==> config.mk <==
export PLATFORM = sky130hd
export DESIGN_NAME = pktunit_axis_joiner
export DESIGN_NICKNAME = d
export VERILOG_FILES = /design/src/rtl/pktunit_axis_joiner.sv
export SDC_FILE = /design/constraint.sdc
export NUM_CORES = 1
export LEC_CHECK = 0
export ABC_AREA = 1
export CORE_ASPECT_RATIO = 2
export CORE_MARGIN = 5
export CORE_UTILIZATION = 40
export DETAILED_ROUTE_END_ITERATION = 16
export HOLD_SLACK_MARGIN = 0.12
export PLACE_DENSITY_LB_ADDON = 0.08
export SLEW_MARGIN = 20
export SYNTH_ARGS = -nofsm -noshare
export SYNTH_HDL_FRONTEND = slang
export SYNTH_SLANG_ARGS = --single-unit
==> constraint.sdc <==
create_clock -name clk -period 3.3 [get_ports clk]
set_input_delay 0.66 -clock clk [delete_from_list [all_inputs] [get_ports clk]]
set_output_delay 0.66 -clock clk [all_outputs]
set_load 0.05 [all_outputs]
==> src/rtl/pktunit_axis_joiner.sv <==
// pktunit_axis_joiner: joins the pktunit data / flags / eop channels into a
// registered AXI4-Stream master behind a 2-entry skid buffer. It also keeps
// packet/byte statistics and raises a sticky protocol-error flag.
// Optional feature macro: PKTUNIT_DROP_ERR_EN drops packets whose SOP flags
// carry rx error (bit0) and counts them on drop_cnt.
module pktunit_axis_joiner #(
  parameter int unsigned DATA_BYTES = 8,
  parameter int unsigned CNT_W      = 32
) (
  input  logic                    clk,
  input  logic                    rst_n,
  input  logic [DATA_BYTES*8-1:0] data_d,
  input  logic                    data_v,
  output logic                    data_r,
  input  logic [7:0]              flags_d,
  input  logic                    flags_v,
  output logic                    flags_r,
  input  logic [7:0]              eop_d,
  input  logic                    eop_v,
  output logic                    eop_r,
  output logic [DATA_BYTES*8-1:0] m_tdata,
  output logic [DATA_BYTES-1:0]   m_tkeep,
  output logic                    m_tlast,
  output logic [7:0]              m_tuser,
  output logic                    m_tvalid,
  input  logic                    m_tready,
  output logic [CNT_W-1:0]        pkt_cnt,
  output logic [CNT_W-1:0]        byte_cnt,
`ifdef PKTUNIT_DROP_ERR_EN
  output logic [CNT_W-1:0]        drop_cnt,
`endif
  output logic                    proto_err
);

  localparam int unsigned DATA_W = DATA_BYTES * 8;
  localparam logic [7:0]  DB8    = 8'(DATA_BYTES);
`ifdef PKTUNIT_DROP_ERR_EN
  localparam bit DROP_EN = 1'b1;
`else
  localparam bit DROP_EN = 1'b0;
`endif

  typedef enum logic [1:0] {
    ST_SOP  = 2'd0,
    ST_MID  = 2'd1,
    ST_DROP = 2'd2
  } state_e;

  state_e state_q, state_d;
  logic [7:0] tuser_q, tuser_d;

  logic                  join_c, push_c, pop_c, space_c;
  logic                  last_c, eop_big_c;
  logic [7:0]            eop_eff_c;
  logic [DATA_BYTES-1:0] keep_c;
  logic [7:0]            user_c;
  logic [CNT_W-1:0]      pop_bytes_c;

  logic                  out_v_q, skid_v_q;
  logic [DATA_W-1:0]     out_data_q, skid_data_q;
  logic [DATA_BYTES-1:0] out_keep_q, skid_keep_q;
  logic                  out_last_q, skid_last_q;
  logic [7:0]            out_user_q, skid_user_q;

  logic [CNT_W-1:0]      pkt_cnt_q, byte_cnt_q;
  logic                  proto_err_q;

  // Output handshake and skid space (space counts this cycle's pop)
  assign pop_c   = out_v_q & m_tready;
  assign space_c = ~skid_v_q | pop_c;

  // Decode eop into tlast / tkeep, clamping oversize counts to a full beat
  always_comb begin
    keep_c    = '0;
    last_c    = (eop_d != 8'd0);
    eop_big_c = (eop_d > DB8);
    eop_eff_c = eop_big_c ? DB8 : eop_d;
    for (int i = 0; i < DATA_BYTES; i++) begin
      keep_c[i] = ~last_c | (8'(i) < eop_eff_c);
    end
  end

  // Join FSM: next state, join decision and flags ready
  always_comb begin
    state_d = state_q;
    tuser_d = tuser_q;
    user_c  = tuser_q;
    join_c  = 1'b0;
    push_c  = 1'b0;
    flags_r = 1'b0;
    case (state_q)
      ST_SOP: begin
        user_c = flags_d;
        if (rst_n && data_v && eop_v && flags_v &&
            (space_c || (DROP_EN && flags_d[0]))) begin
          join_c  = 1'b1;
          flags_r = 1'b1;
          tuser_d = flags_d;
          if (DROP_EN && flags_d[0]) begin
            state_d = last_c ? ST_SOP : ST_DROP;
          end else begin
            push_c  = 1'b1;
            state_d = last_c ? ST_SOP : ST_MID;
          end
        end
      end
      ST_MID: begin
        if (rst_n && data_v && eop_v && space_c) begin
          join_c = 1'b1;
          push_c = 1'b1;
          if (last_c) state_d = ST_SOP;
        end
      end
      ST_DROP: begin
        if (rst_n && data_v && eop_v) begin
          join_c = 1'b1;
          if (last_c) state_d = ST_SOP;
        end
      end
      default: state_d = ST_SOP;
    endcase
  end

  assign data_r = join_c;
  assign eop_r  = join_c;

  // FSM state and per-packet tuser holding register
  always_ff @(posedge clk or negedge rst_n) begin
    if (!rst_n) begin
      state_q <= ST_SOP;
      tuser_q <= '0;
    end else begin
      state_q <= state_d;
      tuser_q <= tuser_d;
    end
  end

  // Two-entry output buffer: out_* drives the bus, skid_* catches one extra beat
  always_ff @(posedge clk or negedge rst_n) begin
    if (!rst_n) begin
      out_v_q     <= 1'b0;
      out_data_q  <= '0;
      out_keep_q  <= '0;
      out_last_q  <= 1'b0;
      out_user_q  <= '0;
      skid_v_q    <= 1'b0;
      skid_data_q <= '0;
      skid_keep_q <= '0;
      skid_last_q <= 1'b0;
      skid_user_q <= '0;
    end else if (out_v_q) begin
      if (pop_c) begin
        if (skid_v_q) begin
          out_data_q <= skid_data_q;
          out_keep_q <= skid_keep_q;
          out_last_q <= skid_last_q;
          out_user_q <= skid_user_q;
          skid_v_q   <= push_c;
          if (push_c) begin
            skid_data_q <= data_d;
            skid_keep_q <= keep_c;
            skid_last_q <= last_c;
            skid_user_q <= user_c;
          end
        end else if (push_c) begin
          out_data_q <= data_d;
          out_keep_q <= keep_c;
          out_last_q <= last_c;
          out_user_q <= user_c;
        end else begin
          out_v_q <= 1'b0;
        end
      end else if (push_c) begin
        skid_v_q    <= 1'b1;
        skid_data_q <= data_d;
        skid_keep_q <= keep_c;
        skid_last_q <= last_c;
        skid_user_q <= user_c;
      end
    end else if (push_c) begin
      out_v_q    <= 1'b1;
      out_data_q <= data_d;
      out_keep_q <= keep_c;
      out_last_q <= last_c;
      out_user_q <= user_c;
    end
  end

  // Number of valid bytes in the beat leaving this cycle
  always_comb begin
    pop_bytes_c = '0;
    for (int i = 0; i < DATA_BYTES; i++) begin
      pop_bytes_c = pop_bytes_c + CNT_W'(out_keep_q[i]);
    end
  end

  // Statistics on output handshakes and sticky protocol error on joins
  always_ff @(posedge clk or negedge rst_n) begin
    if (!rst_n) begin
      pkt_cnt_q   <= '0;
      byte_cnt_q  <= '0;
      proto_err_q <= 1'b0;
    end else begin
      if (pop_c) begin
        pkt_cnt_q  <= pkt_cnt_q + CNT_W'(out_last_q);
        byte_cnt_q <= byte_cnt_q + pop_bytes_c;
      end
      if (join_c && eop_big_c) proto_err_q <= 1'b1;
    end
  end

`ifdef PKTUNIT_DROP_ERR_EN
  logic [CNT_W-1:0] drop_cnt_q;
  logic             drop_inc_c;

  assign drop_inc_c = join_c && last_c &&
                      ((state_q == ST_DROP) || ((state_q == ST_SOP) && flags_d[0]));

  // Dropped packets counted on their last consumed beat
  always_ff @(posedge clk or negedge rst_n) begin
    if (!rst_n) begin
      drop_cnt_q <= '0;
    end else if (drop_inc_c) begin
      drop_cnt_q <= drop_cnt_q + CNT_W'(1);
    end
  end

  assign drop_cnt = drop_cnt_q;
`endif

  assign m_tvalid  = out_v_q;
  assign m_tdata   = out_data_q;
  assign m_tkeep   = out_keep_q;
  assign m_tlast   = out_last_q;
  assign m_tuser   = out_user_q;
  assign pkt_cnt   = pkt_cnt_q;
  assign byte_cnt  = byte_cnt_q;
  assign proto_err = proto_err_q;

endmodule

Yosys cells after proc, flatten, opt, wreduce, memory -nomap -nowiden
Index checks and enable logic that the tools add are counted.
{"block": "totals", "out_inout_bits": 150, "word_cells": 114, "reg_bits": 239, "in_bits": 86}
{"block": "op_classes", "mux": 49, "bitwise": 12, "eq_ne": 7, "add_sub_neg": 9, "n_reduce_logical": 13, "magnitude_cmp": 9}
{"cell": "64-bit 2-to-1 mux", "count": 7}
{"cell": "8-bit 2-to-1 mux", "count": 16}
{"cell": "32-bit by 1-bit adder with 32-bit output", "count": 1}
{"cell": "32-bit by 8-bit adder with 32-bit output", "count": 1}
{"cell": "3-bit by 8-bit < comparator with 1-bit output (first input constant)", "count": 4}
{"cell": "1-bit 2-to-1 mux", "count": 19}
{"cell": "1-bit by 8-bit < comparator with 1-bit output (first input constant)", "count": 2}
{"cell": "2-bit by 8-bit < comparator with 1-bit output (first input constant)", "count": 2}
{"cell": "1-bit OR", "count": 9}
{"cell": "7-bit by 1-bit adder with 8-bit output", "count": 1}
{"cell": "8-bit by 4-bit > comparator with 1-bit output (second input constant)", "count": 1}
{"cell": "2-bit 2-to-1 mux", "count": 4}
{"cell": "2-bit != test (second input constant)", "count": 4}
{"cell": "8-bit nonzero test", "count": 1}
{"cell": "6-bit by 1-bit adder with 7-bit output", "count": 1}
{"cell": "5-bit by 1-bit adder with 6-bit output", "count": 1}
{"cell": "1-bit logical AND", "count": 6}
{"cell": "2-bit case mux with 3 select lines", "count": 1}
{"cell": "2-bit AND reduction", "count": 3}
{"cell": "4-bit by 1-bit adder with 5-bit output", "count": 1}
{"cell": "3-bit by 1-bit adder with 4-bit output", "count": 1}
{"cell": "2-bit by 1-bit adder with 3-bit output", "count": 1}
{"cell": "1-bit case mux with 3 select lines", "count": 1}
{"cell": "3-bit AND reduction", "count": 1}
{"cell": "9 further kinds", "count": 10}

Longest topological paths before layout
{"block": "logic_depth", "ltp_word": 10, "mapped_depth": 16, "mapped_depth_nobuf": 16}

Worst setup path after synthesis
OpenSTA, ideal clock, no wires.
{"block": "synth_timing", "kind": "flip-flop to flip-flop", "start": "register out_keep_q[0], in the netlist m_tkeep[0]", "end": "register byte_cnt_q[27], in the netlist byte_cnt[27]", "slack_ns": -0.134, "t_arrival_ns": 3.321, "setup_time_ns": 0.114, "required_ns": 3.186, "stages_incl_launch_ff": 17, "period_less_slack_ns": 3.434, "n_path_buf": 0, "cell_sequence": "dfrtp_1 fa_1 inv_1 fa_1 fa_1 inv_1 fa_1 nand2_1 nand2_1 nand2_1 nand2_1 nand2_1 nor2_4 nand3_1 nand2_1 nand2_1 inv_1"}
{"block": "synth_between", "elab_chain_len": 8}
{"item": "from (decl)", "line": "61", "text": "logic [DATA_BYTES-1:0] out_keep_q, skid_keep_q;"}
{"item": "from (signal assigned)", "line": "155", "text": "out_keep_q <= skid_keep_q;"}
{"item": "from (signal assigned)", "line": "167", "text": "out_keep_q <= keep_c;"}
{"item": "from (signal assigned)", "line": "183", "text": "out_keep_q <= keep_c;"}
{"item": "1-bit by 1-bit adder with 2-bit output", "line": "193", "text": "pop_bytes_c = pop_bytes_c + CNT_W'(out_keep_q[i]);"}
{"item": "2-bit by 1-bit adder with 3-bit output", "line": "193"}
{"item": "3-bit by 1-bit adder with 4-bit output", "line": "193"}
{"item": "4-bit by 1-bit adder with 5-bit output", "line": "193"}
{"item": "5-bit by 1-bit adder with 6-bit output", "line": "193"}
{"item": "6-bit by 1-bit adder with 7-bit output", "line": "193"}
{"item": "7-bit by 1-bit adder with 8-bit output", "line": "193"}
{"item": "32-bit by 8-bit adder with 32-bit output", "line": "206", "text": "byte_cnt_q <= byte_cnt_q + pop_bytes_c;"}
{"item": "to (signal assigned)", "line": "206"}
{"item": "to (decl)", "line": "65", "text": "logic [CNT_W-1:0] pkt_cnt_q, byte_cnt_q;"}
No other way between the ends.
A chain may end at the register's enable or synchronous reset.

Worst setup path in the final report
Ends and elaborated chain as after synthesis.

==> out/metrics.cfg <==
[worst_setup_path]
worstSetupPathType = register to register
cp-start-kind = register
rrSetupSlack_ps = 80
crit_arrival_ps = 3640
reg2regPathDepth = 16
rr_endpoint = byte_cnt[27]
end_kind = register
crit_fanout = 6
reg2reg_from = m_tkeep[0]
cp.required_ps = 3720

[clock_network]
clk_path_buf_depth = 3
cts_buffers = 23
ctsHtreeMaxLevel = 1
root_buffer = clkbuf_16
tritoncts = yes
clkTransAtPathRegs_ps = 70
cts_sinks = 238
clkLatencyLatePin_ps = 520

[die]
dieArea_um2 = 33100
core_area_um2 = 29000
ioPinCount = 236
die_x_um = 131
num_rows = 88
die_height_um = 252
start_util_pct = 40.6

[grt]
grt_pass1_wl_um = 55400
grt_max_degree = 76
grt_antenna_before_repair = 0
grt_use_met2_pct = 39.0
track_usage_pct = 20.6
use_met1_pct = 22.6
grt_remaining_overflow = 0
busiest_layer = met2
grt_pass1_vias = 10600
gr-usage-met3_pct = 2.97

[route]
wl_per_cell_um = 16.1
drtPass1Iterations = 5
drc = 0
dr.first_iter.drc_count = 494
drtAntennaViolNets = 0
vias = 10400
routed_wirelength_um = 34500
routed_via_density = 4.86

[placement]
placed_area_um2 = 14500
portBuffers = 235
place_congestion = 0.875
dp_worst_setup_slack_ps = -43.2
dp_hpwl_um = 25200

[sta]
period_minus_slack_ps = 3220
grt_setup_unrepaired = yes
relSlewSlack_pct = 38.7
hold_viol = 0
setup_viol = 0
fmax_mhz = 311
worst_pin_slew_ps = 919
tns_ps = 0
finalClockSkew_ps = 8.21
finalMaxSlewViolations = 0
min_period_over_period_pct = 97.5
setup_slack_ps = 82.9

[layout]
final_cell_mix = nand2_1 (497), dfrtp_1 (235), clkdlybuf4s50_1 (231), inv_1 (198), nor2_1 (178)
layout_commonest_cell = nand2_1
post-route-cell-area_um2 = 15400
antennaDiodeCount = 0
nNetsFinal = 1859
syn2layout_area_growth_pct = 31.2
drive_gt1_share_pct = 6.25
utilization_pct = 53.2

[pwr]
total_power_mw = 13.6
power.share.sequential_pct = 34.3
p_leak_nw = 7.37
clock_power_share_pct = 21.5
power_density_nw_per_um2 = 881
intPower_mw = 7.79
p_sw_share_pct = 42.6
p_sw_mw = 5.78
ir_drop_mv = 0.548
comb_power_share_pct = 44.3

[yosys]
syn_inst = 1530
yosysTopAreaCellShare_pct = 50.7
syn_area_um2 = 11800
yosysTopAreaCell = dfrtp_1
ys_ff_latch = 238
syn_area_per_cell_um2 = 7.68
yosysWarnings = 0
netlist_top_cells_area = dfrtp_1 (51%), nand2_1 (16%), inv_1 (6.4%), nor2_1 (5.7%), a21oi_1 (3.3%)
ys_seq_area_share_pct = 50.7
ys_types = 39
syn_nets = 1628

[hold_path]
hold_path_class = primary input to asynchronous set/reset pin

[flow_run]
max_cap_violations = 0

[status]
status = finished, final reports clean

==> state kept, by name, summed over array words and instances, names as in the netlist, 8 cells and up <==
| signal | cells |
|---|---|
| m_tdata | 64 |
| skid_data_q | 64 |
| byte_cnt | 32 |
| pkt_cnt | 32 |
| m_tkeep | 8 |
| m_tuser | 8 |
| skid_keep_q | 8 |
| skid_user_q | 8 |
| tuser_q | 8 |
==> stage by stage <==
stage / hold slack, ps / cells
floorplan: 364 / 1530
global placement: 463 / 2096
detailed placement: 459 / 2096
CTS: 264 / 2136
global route: 307 / 2136
finish: 265 / 2136
==> metal layers <==
layer  up-vias  wire length [µm]
li1       5162                 -
met1      4893             12900
met2       251             18700
met3        66              1480
met4         0              1360
met5         -                 0
==> repair_timing <==
| action | CTS | global route |
|---|---|---|
| buffers inserted | 0 | 0 |
| pin swaps | 0 | 4 |
| cloned | 0 | 0 |
| hold buffers | 0 | 0 |
| endpoints found under the setup margin | 18 | 28 |
| resized for setup | 7 | 12 |
==> cells by family (layout without fill, tap and decap cells) <==
kind of cell	count (synthesis)	after routing	share of synthesized area (%)
adders and majority gates	12	12	1.53
AOI/OAI and AO/OA	189	189	8.34
and+or+nand+nor	789	789	27.4
DFF	238	238	50.7
xor gates and xnor gates	35	35	2.61
buffers and inverters	267	513	9.48
==> worst max-delay path by stage <==
| stage | from | endpoint | slack, ps | depth (start not counted) |
|---|---|---|---|---|
| global route | m_tkeep[0] | byte_cnt[29] | -40 | 15 |
| finish | m_tkeep[0] | byte_cnt[27] | 80 | 16 |
| detailed placement | m_tkeep[0] | byte_cnt[17] | -40 | 13 |
| floorplan | m_tkeep[0] | byte_cnt[17] | 10 | 13 |
| CTS | m_tkeep[0] | byte_cnt[15] | 1 | 15 |
| global placement | m_tkeep[0] | byte_cnt[17] | 50 | 13 |
==> area by class of cell <==
cell class                      instances  area (µm²)
Timing Repair Buffer                  262        2630
Multi-Input combinational cell       1025        4760
Clock buffer                           28         624
Sequential cell                       238        5960
Inverter                              211         793
Clock inverter                         12         195
Fill cell                            2802       13500
Tap cell                              360         450
==> cell usage after synthesis (all sizes together) <==
library cell,count
nand3,57
or2,1
inv,207
xnor2,18
clkbuf,15
o311ai,1
xor2,17
o21ai,98
ha,8
buf,41
nand2,507
o31ai,7
a21boi,1
nor2,189
o21a,2
o22ai,1
nand4,15
fa,4
and3,1
nand3b,8
clkinv,4
nor3,10
a31o,1
and2,1
a21oi,78
dfrtp,238
==> worst max-delay path, cell delays in order (launching register included) <==
cell and delay [ps]:
dfrtp_2 420, fa_1 550, inv_1 50, fa_1 450, fa_1 510, inv_2 40, fa_2 340, nand2_2 100
nand2_4 80, nand2_4 90, nand2_8 90, nand2_4 120, nor2_4 70, nand3_1 60, nand2_1 50, nand2_1 50
inv_1 30
==> power by group through the flow <==
stage          Combinational [mW]  Sequential (mW)  Clock [mW]
6_report                     6.01             4.65        2.91
5_1_grt                      6.52             4.79        3.10
4_1_cts                      5.89             4.66        3.00
3_5_place_dp                 5.81             4.71           0
3_3_place_gp                 5.74             4.68           0
2_1_floorplan                1.83             6.58           0
(Power assumes the default switching activity.)
